$ cat src/rtl/io_arbiter_if.sv
// Requester and external-bus signal bundle for io_arbiter.
// slave: the arbiter's view; master: the requester/bus-model view.
interface io_arbiter_if #(
    parameter int N  = 2,
    parameter int DW = 16,
    parameter int AW = 20
);
    logic [N-1:0]     req;
    logic [N-1:0]     ack;
    logic [N-1:0]     rw;
    logic [N-1:0]     pio_sel;
    logic [N*DW-1:0]  dtw;
    logic [N*AW-1:0]  adr;
    logic [DW-1:0]    dtr;
    logic             busy;
    logic [DW-1:0]    din;
    logic [DW-1:0]    dout;
    logic [AW-DW-1:0] adr_hi;
    logic             ale_n;
    logic             oe;
    logic             we;
    logic             pio;
    logic             isout;

    modport slave (
        input  req, rw, pio_sel, dtw, adr, din,
        output ack, dtr, busy, dout, adr_hi, ale_n, oe, we, pio, isout
    );

    modport master (
        output req, rw, pio_sel, dtw, adr, din,
        input  ack, dtr, busy, dout, adr_hi, ale_n, oe, we, pio, isout
    );
endinterface

$ cat src/rtl/io_arbiter.sv
// N-channel arbiter onto a multiplexed address/data IO bus (IDLE/ADDR/DATA/ACK).
// Define IO_ARBITER_RR_EN for round-robin arbitration; default is fixed priority (highest index wins).
module io_arbiter #(
    parameter int N    = 2,
    parameter int DW   = 16,
    parameter int AW   = 20,
    parameter int WAIT = 0
) (
    input  logic         clk,
    input  logic         rst,
    io_arbiter_if.slave  bus
);
    localparam int GW = (N > 1) ? $clog2(N) : 1;

    typedef enum logic [1:0] {IDLE, ADDR, DATA, ACK} state_t;

    state_t           state_q, state_d;
    logic [3:0]       wcnt_q, wcnt_d;
    logic [N-1:0]     ack_q, ack_d;
    logic             busy_q, busy_d;
    logic             oe_q, oe_d;
    logic             we_q, we_d;
    logic             ale_n_q, ale_n_d;
    logic             isout_q, isout_d;
    logic             pio_q, pio_d;
    logic [DW-1:0]    dout_q, dout_d;
    logic [DW-1:0]    dtr_q, dtr_d;
    logic [AW-DW-1:0] adr_hi_q, adr_hi_d;

    // Transaction context latched at grant
    logic [GW-1:0]    gnt_q, gnt_d;
    logic             rw_q, rw_d;
    logic [DW-1:0]    wdat_q, wdat_d;

    logic [GW-1:0]    sel;
    logic             grant;
    logic [AW-1:0]    sel_adr;
    logic [DW-1:0]    sel_dtw;
    logic             sel_rw;
    logic             sel_pio;

    assign grant = (state_q == IDLE) && (|bus.req);

    generate
        if (N == 1) begin : g_single
            assign sel = '0;
        end else begin : g_multi
`ifdef IO_ARBITER_RR_EN
            logic [GW-1:0] rr_ptr_q, rr_ptr_d;

            // Pick the requester closest above the last grant, wrapping around
            always_comb begin
                int best;
                int dist;
                sel  = rr_ptr_q;
                best = N;
                dist = 0;
                for (int i = 0; i < N; i++) begin
                    dist = (i + N - 1 - int'(rr_ptr_q)) % N;
                    if (bus.req[i] && (dist < best)) begin
                        best = dist;
                        sel  = GW'(i);
                    end
                end
            end

            assign rr_ptr_d = grant ? sel : rr_ptr_q;

            always_ff @(posedge clk) begin
                if (rst) rr_ptr_q <= '0;
                else     rr_ptr_q <= rr_ptr_d;
            end
`else
            always_comb begin
                sel = '0;
                for (int i = 0; i < N; i++) begin
                    if (bus.req[i]) sel = GW'(i);
                end
            end
`endif
        end
    endgenerate

    always_comb begin
        sel_adr = '0;
        sel_dtw = '0;
        sel_rw  = 1'b0;
        sel_pio = 1'b0;
        for (int i = 0; i < N; i++) begin
            if (sel == GW'(i)) begin
                sel_adr = bus.adr[i*AW +: AW];
                sel_dtw = bus.dtw[i*DW +: DW];
                sel_rw  = bus.rw[i];
                sel_pio = bus.pio_sel[i];
            end
        end
    end

    always_comb begin
        state_d  = state_q;
        wcnt_d   = wcnt_q;
        ack_d    = ack_q;
        busy_d   = busy_q;
        oe_d     = oe_q;
        we_d     = we_q;
        ale_n_d  = ale_n_q;
        isout_d  = isout_q;
        pio_d    = pio_q;
        dout_d   = dout_q;
        dtr_d    = dtr_q;
        adr_hi_d = adr_hi_q;
        gnt_d    = gnt_q;
        rw_d     = rw_q;
        wdat_d   = wdat_q;
        case (state_q)
            IDLE: begin
                if (grant) begin
                    gnt_d                = sel;
                    rw_d                 = sel_rw;
                    wdat_d               = sel_dtw;
                    {adr_hi_d, dout_d}   = sel_adr;
                    ale_n_d              = 1'b0;
                    isout_d              = 1'b1;
                    busy_d               = 1'b1;
                    pio_d                = sel_pio;
                    state_d              = ADDR;
                end
            end
            ADDR: begin
                ale_n_d = 1'b1;
                wcnt_d  = 4'(WAIT);
                if (rw_q) begin
                    dout_d = wdat_q;
                    we_d   = 1'b1;
                end else begin
                    isout_d = 1'b0;
                    oe_d    = 1'b1;
                end
                state_d = DATA;
            end
            DATA: begin
                if (wcnt_q == 4'd0) begin
                    if (!rw_q) dtr_d = bus.din;
                    oe_d    = 1'b0;
                    we_d    = 1'b0;
                    isout_d = 1'b0;
                    for (int i = 0; i < N; i++) ack_d[i] = (gnt_q == GW'(i));
                    state_d = ACK;
                end else begin
                    wcnt_d = wcnt_q - 4'd1;
                end
            end
            ACK: begin
                ack_d   = '0;
                busy_d  = 1'b0;
                pio_d   = 1'b0;
                state_d = IDLE;
            end
            default: state_d = IDLE;
        endcase
    end

    always_ff @(posedge clk) begin
        if (rst) begin
            state_q  <= IDLE;
            wcnt_q   <= '0;
            ack_q    <= '0;
            busy_q   <= 1'b0;
            oe_q     <= 1'b0;
            we_q     <= 1'b0;
            ale_n_q  <= 1'b1;
            isout_q  <= 1'b0;
            pio_q    <= 1'b0;
            dout_q   <= '0;
            dtr_q    <= '0;
            adr_hi_q <= '0;
        end else begin
            state_q  <= state_d;
            wcnt_q   <= wcnt_d;
            ack_q    <= ack_d;
            busy_q   <= busy_d;
            oe_q     <= oe_d;
            we_q     <= we_d;
            ale_n_q  <= ale_n_d;
            isout_q  <= isout_d;
            pio_q    <= pio_d;
            dout_q   <= dout_d;
            dtr_q    <= dtr_d;
            adr_hi_q <= adr_hi_d;
        end
    end

    // Context registers are only meaningful while a transaction is in flight
    always_ff @(posedge clk) begin
        gnt_q  <= gnt_d;
        rw_q   <= rw_d;
        wdat_q <= wdat_d;
    end

    assign bus.ack    = ack_q;
    assign bus.busy   = busy_q;
    assign bus.oe     = oe_q;
    assign bus.we     = we_q;
    assign bus.ale_n  = ale_n_q;
    assign bus.isout  = isout_q;
    assign bus.pio    = pio_q;
    assign bus.dout   = dout_q;
    assign bus.dtr    = dtr_q;
    assign bus.adr_hi = adr_hi_q;
endmodule

$ cat src/flat_wrapper.sv
// flat-port wrapper written by rule: the top's interface ports become plain ports
module io_arbiter_flat 
#(
    parameter int N    = 2,
    parameter int DW   = 16,
    parameter int AW   = 20,
    parameter int WAIT = 0
)
  (clk, rst, bus_req, bus_rw, bus_pio_sel, bus_dtw, bus_adr, bus_din, bus_ack, bus_dtr, bus_busy, bus_dout, bus_adr_hi, bus_ale_n, bus_oe, bus_we, bus_pio, bus_isout);
  io_arbiter_if #(.N(N), .DW(DW), .AW(AW)) bus_i ();
  input  logic clk;
  input  logic rst;
  input wire logic [$bits(bus_i.req)-1:0] bus_req;
  input wire logic [$bits(bus_i.rw)-1:0] bus_rw;
  input wire logic [$bits(bus_i.pio_sel)-1:0] bus_pio_sel;
  input wire logic [$bits(bus_i.dtw)-1:0] bus_dtw;
  input wire logic [$bits(bus_i.adr)-1:0] bus_adr;
  input wire logic [$bits(bus_i.din)-1:0] bus_din;
  output wire logic [$bits(bus_i.ack)-1:0] bus_ack;
  output wire logic [$bits(bus_i.dtr)-1:0] bus_dtr;
  output wire logic [$bits(bus_i.busy)-1:0] bus_busy;
  output wire logic [$bits(bus_i.dout)-1:0] bus_dout;
  output wire logic [$bits(bus_i.adr_hi)-1:0] bus_adr_hi;
  output wire logic [$bits(bus_i.ale_n)-1:0] bus_ale_n;
  output wire logic [$bits(bus_i.oe)-1:0] bus_oe;
  output wire logic [$bits(bus_i.we)-1:0] bus_we;
  output wire logic [$bits(bus_i.pio)-1:0] bus_pio;
  output wire logic [$bits(bus_i.isout)-1:0] bus_isout;
  assign bus_i.req = bus_req;
  assign bus_i.rw = bus_rw;
  assign bus_i.pio_sel = bus_pio_sel;
  assign bus_i.dtw = bus_dtw;
  assign bus_i.adr = bus_adr;
  assign bus_i.din = bus_din;
  assign bus_ack = bus_i.ack;
  assign bus_dtr = bus_i.dtr;
  assign bus_busy = bus_i.busy;
  assign bus_dout = bus_i.dout;
  assign bus_adr_hi = bus_i.adr_hi;
  assign bus_ale_n = bus_i.ale_n;
  assign bus_oe = bus_i.oe;
  assign bus_we = bus_i.we;
  assign bus_pio = bus_i.pio;
  assign bus_isout = bus_i.isout;
  io_arbiter #(.N(N), .DW(DW), .AW(AW), .WAIT(WAIT)) u_core (.clk(clk), .rst(rst), .bus(bus_i));
endmodule
$ cat config.mk
export PLATFORM = sky130hd
export DESIGN_NAME = io_arbiter_flat
export DESIGN_NICKNAME = d
export VERILOG_FILES = /design/src/rtl/io_arbiter_if.sv /design/src/rtl/io_arbiter.sv /design/src/flat_wrapper.sv
export SDC_FILE = /design/constraint.sdc
export NUM_CORES = 1
export LEC_CHECK = 0
export CAP_MARGIN = 30
export CELL_PAD_IN_SITES_DETAIL_PLACEMENT = 0
export CELL_PAD_IN_SITES_GLOBAL_PLACEMENT = 2
export CORE_MARGIN = 4
export CORE_UTILIZATION = 27
export DETAILED_ROUTE_END_ITERATION = 8
export GPL_TIMING_DRIVEN = 0
export PLACE_DENSITY_LB_ADDON = 0.25
export SETUP_SLACK_MARGIN = 0.5
export SYNTH_ARGS = -nofsm -noshare
export SYNTH_HDL_FRONTEND = slang
export SYNTH_SLANG_ARGS = --single-unit
export TNS_END_PERCENT = 1
$ cat constraint.sdc
create_clock -name clk -period 2.75 [get_ports clk]
set_input_delay 0.4125 -clock clk [delete_from_list [all_inputs] [get_ports clk]]
set_output_delay 0.4125 -clock clk [all_outputs]
set_load 0.01 [all_outputs]
==> key figures, run 1 <==
Clock network
  – # resized after CTS: 0
  – TritonCTS clock tree: built
  – CTS sink cnt: 68
  – CTS Buf Count: 9
  – Skew-Pair Late Insertion Delay: 0.32 ns
  – Clock root buffer: clkbuf_16
  – Hold buffers post-CTS: 0
  – CTS Buffer Depth: 2
  – Setup repair bufs after CTS: 0
  – Clk slew on worst S/H paths: 0.05 ns
  – H-tree levels: 3

Yosys
  – Netlist cell types: 42
  – Register area share after synthesis: 47.5%
  – Cells after Synth: 314
  – Ys Warns: 0
  – Async SR Flop Fraction: 0%
  – Synthesized flop and latch total: 68
  – Post-synthesis compound-gate area fraction: 17.9%
  – Mapped cell area: 3250 um2
  – Top cell type's share of synthesized area: 30.8%
  – Net Count, Synth: 418
  – Largest family of logic cells by synthesized area: compound AO/OA/AOI/OAI gates
  – Simple-Gate Fraction of Synth Area: 12.9%
  – Syn Area/Cell: 10.3 um2
  – Top FF cell, synth: dfxtp_1
  – Post-Synth Adder-Cell Area: 3.08%
  – Post-synth EDFFs: 18
  – Area contributors post-synth: dfxtp_1, edfxtp_1, mux2i_1, mux2_2, o21ai_0
  – Yosys top cell by area: dfxtp_1
  – Mux contribution to synthesized area: 13.4%
  – Post-Synth XOR/XNOR Area: 0%

Timing
  – Final setup viols: 0
  – Post-route setup TNS: 0 ns
  – Clock Skews: 0.00575 ns
  – Final hold violations: 0
  – Period utilization: 70.9%
  – Worst-Margin Slew: 0.607 ns
  – Worst slew margin: 59.6%
  – Final Max Slew Viols: 0
  – Final min period: 1.95 ns
  – Fin worst setup slack: 0.801 ns
  – RSZ-0062 raised after global routing: false
  – Max frequency: 513 MHz

Power and ir drop
  – Pwr/cell area: 856 nW/um2
  – Leak: 1.91 nW
  – Max VDD drop: 0.303 mV

Critical path
  – Crit end category: flop
  – R2R Setup Slk: 0.82 ns
  – Critical Path Start: bus_req[1]
  – Worst R2R Start: u_core.state_q[1]
  – Worst Path Max Fanout: 10
  – Worst EP required: 2.81 ns
  – Crit start category: input pin
  – WS Path Type: in -> reg
  – Arrival @ worst endpoint: 2.01 ns

Final layout
  – Non-Filler Instances: 612
  – Post-layout util: 43.9%
  – Register area: 1540 um2
  – Ant. Diodes: 0
  – Post-route cell area: 5100 um2
  – # fillers: 1148
  – Multi-input logic area: 1540 um2
  – Commonest cells after routing, fill and taps aside: clkdlybuf4s50_1, dfxtp_1, o21ai_0, a21oi_1, mux2i_1
  – Most common cell after layout, fill and taps aside: clkdlybuf4s50_1
  – Share of post-route cells with drive strength above 1: 10.9%
  – Area grow syn2layout: 57.1%
  – Nets: 568

Drt
  – DR WL/cell: 16.2 um
  – Final ANT Viol Nets: 0
  – Vias per Instance: 4.66
  – Routed Wire Length: 9890 um
  – Residual DRC: 0
  – Vias after detailed routing: 2850
  – First-pass DRT Iterations: 4
  – Iter 0 DRT Violations: 183

Global route
  – First-pass GRT wire length: 15800 um
  – Vias in the first global route: 2909
  – GRT Total Usage: 14.3%
  – Remaining global-route overflow: 0
  – Largest net degree at the start of global routing: 28
  – Initial antenna violation count: 0

Placement
  – Dpl ws: 0.437 ns
  – Global placer's final weighted congestion: 0.764
  – Placed Cells incl. Taps: 596
  – DP Wirelength: 7460 um
  – DP Area: 4820 um2
  – Port buffer count: 139

Floorplan
  – Die area: 13800 um2
  – Area of the core: 11600 um2
  – I/O pin cnt: 140
  – Die height: 118 um
  – Initial Utilization: 28.0%
  – Num rows: 39
  – Chip width: 118 um

Worst hold path
  – Hold crit path type: reg -> reg
  – Min-Delay Startpoint: u_core.bus.oe

Status
  – Status: finished, final reports clean

Run
  – Maxcap violations: 0
## Yosys cell counts (2+ instances only)
cell / count
o21ai_0: 35
o211ai_1: 4
or3_1: 3
buf_2: 8
nor2b_1: 2
nand2_1: 19
a22o_1: 16
nand3_1: 5
mux2i_1: 23
buf_4: 4
nor2_1: 6
dfxtp_1: 50
mux2_2: 17
edfxtp_1: 18
a211oi_1: 5
ha_1: 8
o21ai_1: 2
inv_1: 8
buf_6: 2
a21oi_1: 25
nand3b_1: 17
nand2b_1: 4
nor3_1: 3
clkbuf_1: 12
## through the flow
step | power [mW] | hold WS [ns]
after detailed placement | 3.30 | 0.455
after global placement | 3.29 | 0.458
after CTS | 4.44 | 0.474
after floorplan | 2.45 | 0.478
after global routing | 4.67 | 0.492
final | 4.37 | 0.468
## logic make-up after synthesis
family          after synthesis
compound gates               94
fa+ha+maj                     8
buf+inv                      35
flops                        68
mux                          41
simple gates                 68
## cell type report
class | instances | area share, %
clock inverter | 5 | 1.03
timing repair buffer | 139 | 27.3
tap | 143 | 3.51
multi-input combinational | 211 | 30.1
buffer | 26 | 2.70
sequential | 68 | 30.2
inverter | 9 | 0.662
clock buffer | 11 | 4.56
## flip-flops by register name (all words and copies together), names as in the netlist, 2 cells and up
| name | count |
|---|---|
| u_core.state_q | 2 |
| u_core.bus.dout | 16 |
| u_core.wdat_q | 16 |
| u_core.wcnt_q | 4 |
| u_core.bus.adr_hi | 4 |
| u_core.bus.ack | 2 |
| u_core.bus.dtr | 16 |
## where the power goes
part / internal (mW) / total, mW / leakage [nW] / switching [mW]
Combinational: 0.867 / 1.76 / 1.18 / 0.891
Sequential: 1.36 / 1.50 / 0.583 / 0.137
Clock: 0.697 / 1.11 / 0.139 / 0.416
Total: 2.93 / 4.37 / 1.91 / 1.44
## worst paths after layout
check,to,cells past startpoint
hold / removal,u_core.bus.oe,2
setup / recovery,u_core.wdat_q[12],5
hold reg to reg,u_core.bus.oe,2
setup reg to reg,u_core.bus.dout[11],6
## critical path, stage by stage
cell	delay (ns)
clkdlybuf4s50_1	0.52
buf_6	0.14
buf_2	0.30
buf_4	0.26
mux2_2	0.37
## metal layers
metal | wire length [um] | up-vias | track usage (%)
met5 | 0 | - | 0
met3 | 885 | 6 | 6.15
met1 | 4450 | 1291 | 18.3
li1 | - | 1446 | -
met2 | 4480 | 107 | 21.8
met4 | 76 | 0 | 4.18
Note: power is estimated with default switching activity, not from simulation.
==> inputs of run 2 (changes only) <==
--- a/config.mk
+++ b/config.mk
@@ -9,7 +9,7 @@
 export CELL_PAD_IN_SITES_DETAIL_PLACEMENT = 0
 export CELL_PAD_IN_SITES_GLOBAL_PLACEMENT = 2
 export CORE_MARGIN = 4
-export CORE_UTILIZATION = 27
+export CORE_UTILIZATION = 25
 export DETAILED_ROUTE_END_ITERATION = 8
 export GPL_TIMING_DRIVEN = 0
 export PLACE_DENSITY_LB_ADDON = 0.25
==> constraint.sdc (replaced) <==
create_clock -name clk -period 1.8 [get_ports clk]
set_input_delay 0.27 -clock clk [delete_from_list [all_inputs] [get_ports clk]]
set_output_delay 0.27 -clock clk [all_outputs]
set_load 0.01 [all_outputs]
==> key figures, run 2 (synthesized netlist as in run 1, its figures left out) <==
Drt
  – Vias after detailed routing: 2920
  – Final ANT Viol Nets: 0
  – Routed Wire Length: 10500 um
  – Residual DRC: 0
  – Iter 0 DRT Violations: 131
  – Vias per Instance: 4.45
  – DR WL/cell: 16.0 um
  – First-pass DRT Iterations: 4

Timing
  – Max frequency: 650 MHz
  – Worst-Margin Slew: 0.471 ns
  – Final min period: 1.54 ns
  – Final hold slack: 0.474 ns
  – Clock Skews: 0.00772 ns
  – Final setup viols: 0
  – Final hold violations: 0
  – Worst slew margin: 68.6%
  – RSZ-0062 raised after global routing: true
  – Period utilization: 85.5%
  – Final Max Slew Viols: 0

Final layout
  – Commonest cells after routing, fill and taps aside: clkdlybuf4s50_1, dfxtp_1, o21ai_0, a21oi_1, mux2i_1
  – # fillers: 1275
  – Most common cell after layout, fill and taps aside: clkdlybuf4s50_1
  – Share of post-route cells with drive strength above 1: 16.5%
  – Nets: 583
  – Ant. Diodes: 0
  – Post-layout util: 42.7%
  – Register area: 1550 um2
  – Multi-input logic area: 1580 um2
  – Non-Filler Instances: 656
  – Area grow syn2layout: 66.8%

Global route
  – GR peak layer: met2
  – GR Layer Usage met1: 17.5%
  – Vias in the first global route: 3053
  – Remaining global-route overflow: 0
  – M3 GR Usage: 5.71%
  – Largest net degree at the start of global routing: 28
  – Initial antenna violation count: 0
  – First-pass GRT wire length: 16100 um
  – M2 GR Usage: 22.1%
  – GRT Total Usage: 14.0%

Floorplan
  – Die height: 122 um
  – Area of the core: 12700 um2
  – Chip width: 122 um
  – I/O pin cnt: 140
  – Num rows: 41
  – Die area: 14900 um2
  – Initial Utilization: 25.6%

Placement
  – DP Wirelength: 7560 um
  – Port buffer count: 139
  – Placed Cells incl. Taps: 625
  – Global placer's final weighted congestion: 0.748

Worst hold path
  – Worst Hold Depth: 2
  – Hold crit path type: reg -> reg
  – Min-Delay Startpoint: u_core.bus.oe
  – Hold endpoint: u_core.bus.oe

Critical path
  – R2R Path End: u_core.bus.dout[0]
  – Worst EP required: 2.01 ns
  – Worst R2R Start: u_core.state_q[1]
  – R2R depth: 7
  – Arrival @ worst endpoint: 1.75 ns
  – Crit end category: flop
  – Worst Path Max Fanout: 6
  – R2R Setup Slk: 0.26 ns
  – Crit start category: flop
  – WS Path Type: reg -> reg

Clock network
  – CTS Buf Count: 9
  – H-tree levels: 3
  – Clock root buffer: clkbuf_16
  – Clk slew on worst S/H paths: 0.06 ns
  – CTS Buffer Depth: 2
  – Skew-Pair Late Insertion Delay: 0.32 ns
  – Hold buffers post-CTS: 0
  – CTS sink cnt: 68
  – TritonCTS clock tree: built

Run
  – Maxcap violations: 0

Status
  – Status: finished, final reports clean

Power and ir drop
  – Pwr/cell area: 1330 nW/um2
  – Max VDD drop: 0.479 mV
  – Leak: 2.04 nW
## run 2: cell count changes in the layout (fill, tap and decap cells not counted), sizes merged
cell,change
buf,+16
clkbuf,-2
clkinv,+1
## run 2: final cells by class
type                    instances  share of cell area [%]
clock buffers                  10                    4.23
inverters                       9                   0.716
flip-flops and latches         68                    28.6
clock inverters                 6                    1.02
well taps                     172                    3.97
multi-input cells             211                    29.2
plain buffers                  26                    3.93
repair buffers                154                    28.4
## run 2: power breakdown
group          switching (mW)  internal (mW)  total (mW)
combinational            1.51           1.70        3.21
clock                   0.640           1.06        1.70
sequential              0.219           2.09        2.31
total                    2.37           4.85        7.22
## run 2: critical path: stages, from the launching register on
cell	delay [ns]
dfxtp_4	0.36
inv_4	0.05
ha_4	0.16
mux2i_2	0.17
o21ba_1	0.20
buf_6	0.14
buf_12	0.13
a22o_1	0.22
## run 2: timing repair
action	4_1_cts	5_1_grt
gates resized for setup	25	14
gates cloned	1	1
pin swaps	9	2
setup buffers	13	0
endpoints found under the setup margin	129	129
## run 2: worst max-delay path by stage
| stage | startpoint | endpoint | slack [ns] | cells past startpoint |
|---|---|---|---|---|
| global placement | bus_req[1] | u_core.wdat_q[12] | -0.37 | 5 |
| CTS | u_core.state_q[0] | u_core.bus.isout | 0.26 | 5 |
| global route | u_core.state_q[0] | u_core.bus.dout[10] | 0.18 | 7 |
| detailed placement | bus_req[1] | u_core.wdat_q[6] | -0.36 | 5 |
| floorplan | u_core.state_q[1] | u_core.bus.isout | 0.33 | 5 |
| finish | u_core.state_q[1] | u_core.bus.dout[0] | 0.26 | 7 |
## run 2: routing by layer
layer / part of all wire, % / wire [um]
met2: 46 / 4800
met3: 8.9 / 936
met5: 0 / 0
met4: 1.4 / 143
met1: 44 / 4620
## run 2: through the flow
stage / area, um2 / TNS (ns) / setup WS [ns] / power [mW]
floorplan: 3290 / 0 / 0.330 / 3.83
global placement: 4900 / -11.12 / -0.369 / 5.12
detailed placement: 4900 / -10.72 / -0.361 / 5.14
CTS: 5390 / 0 / 0.260 / 7.25
global route: 5420 / 0 / 0.185 / 7.69
finish: 5420 / 0 / 0.261 / 7.22
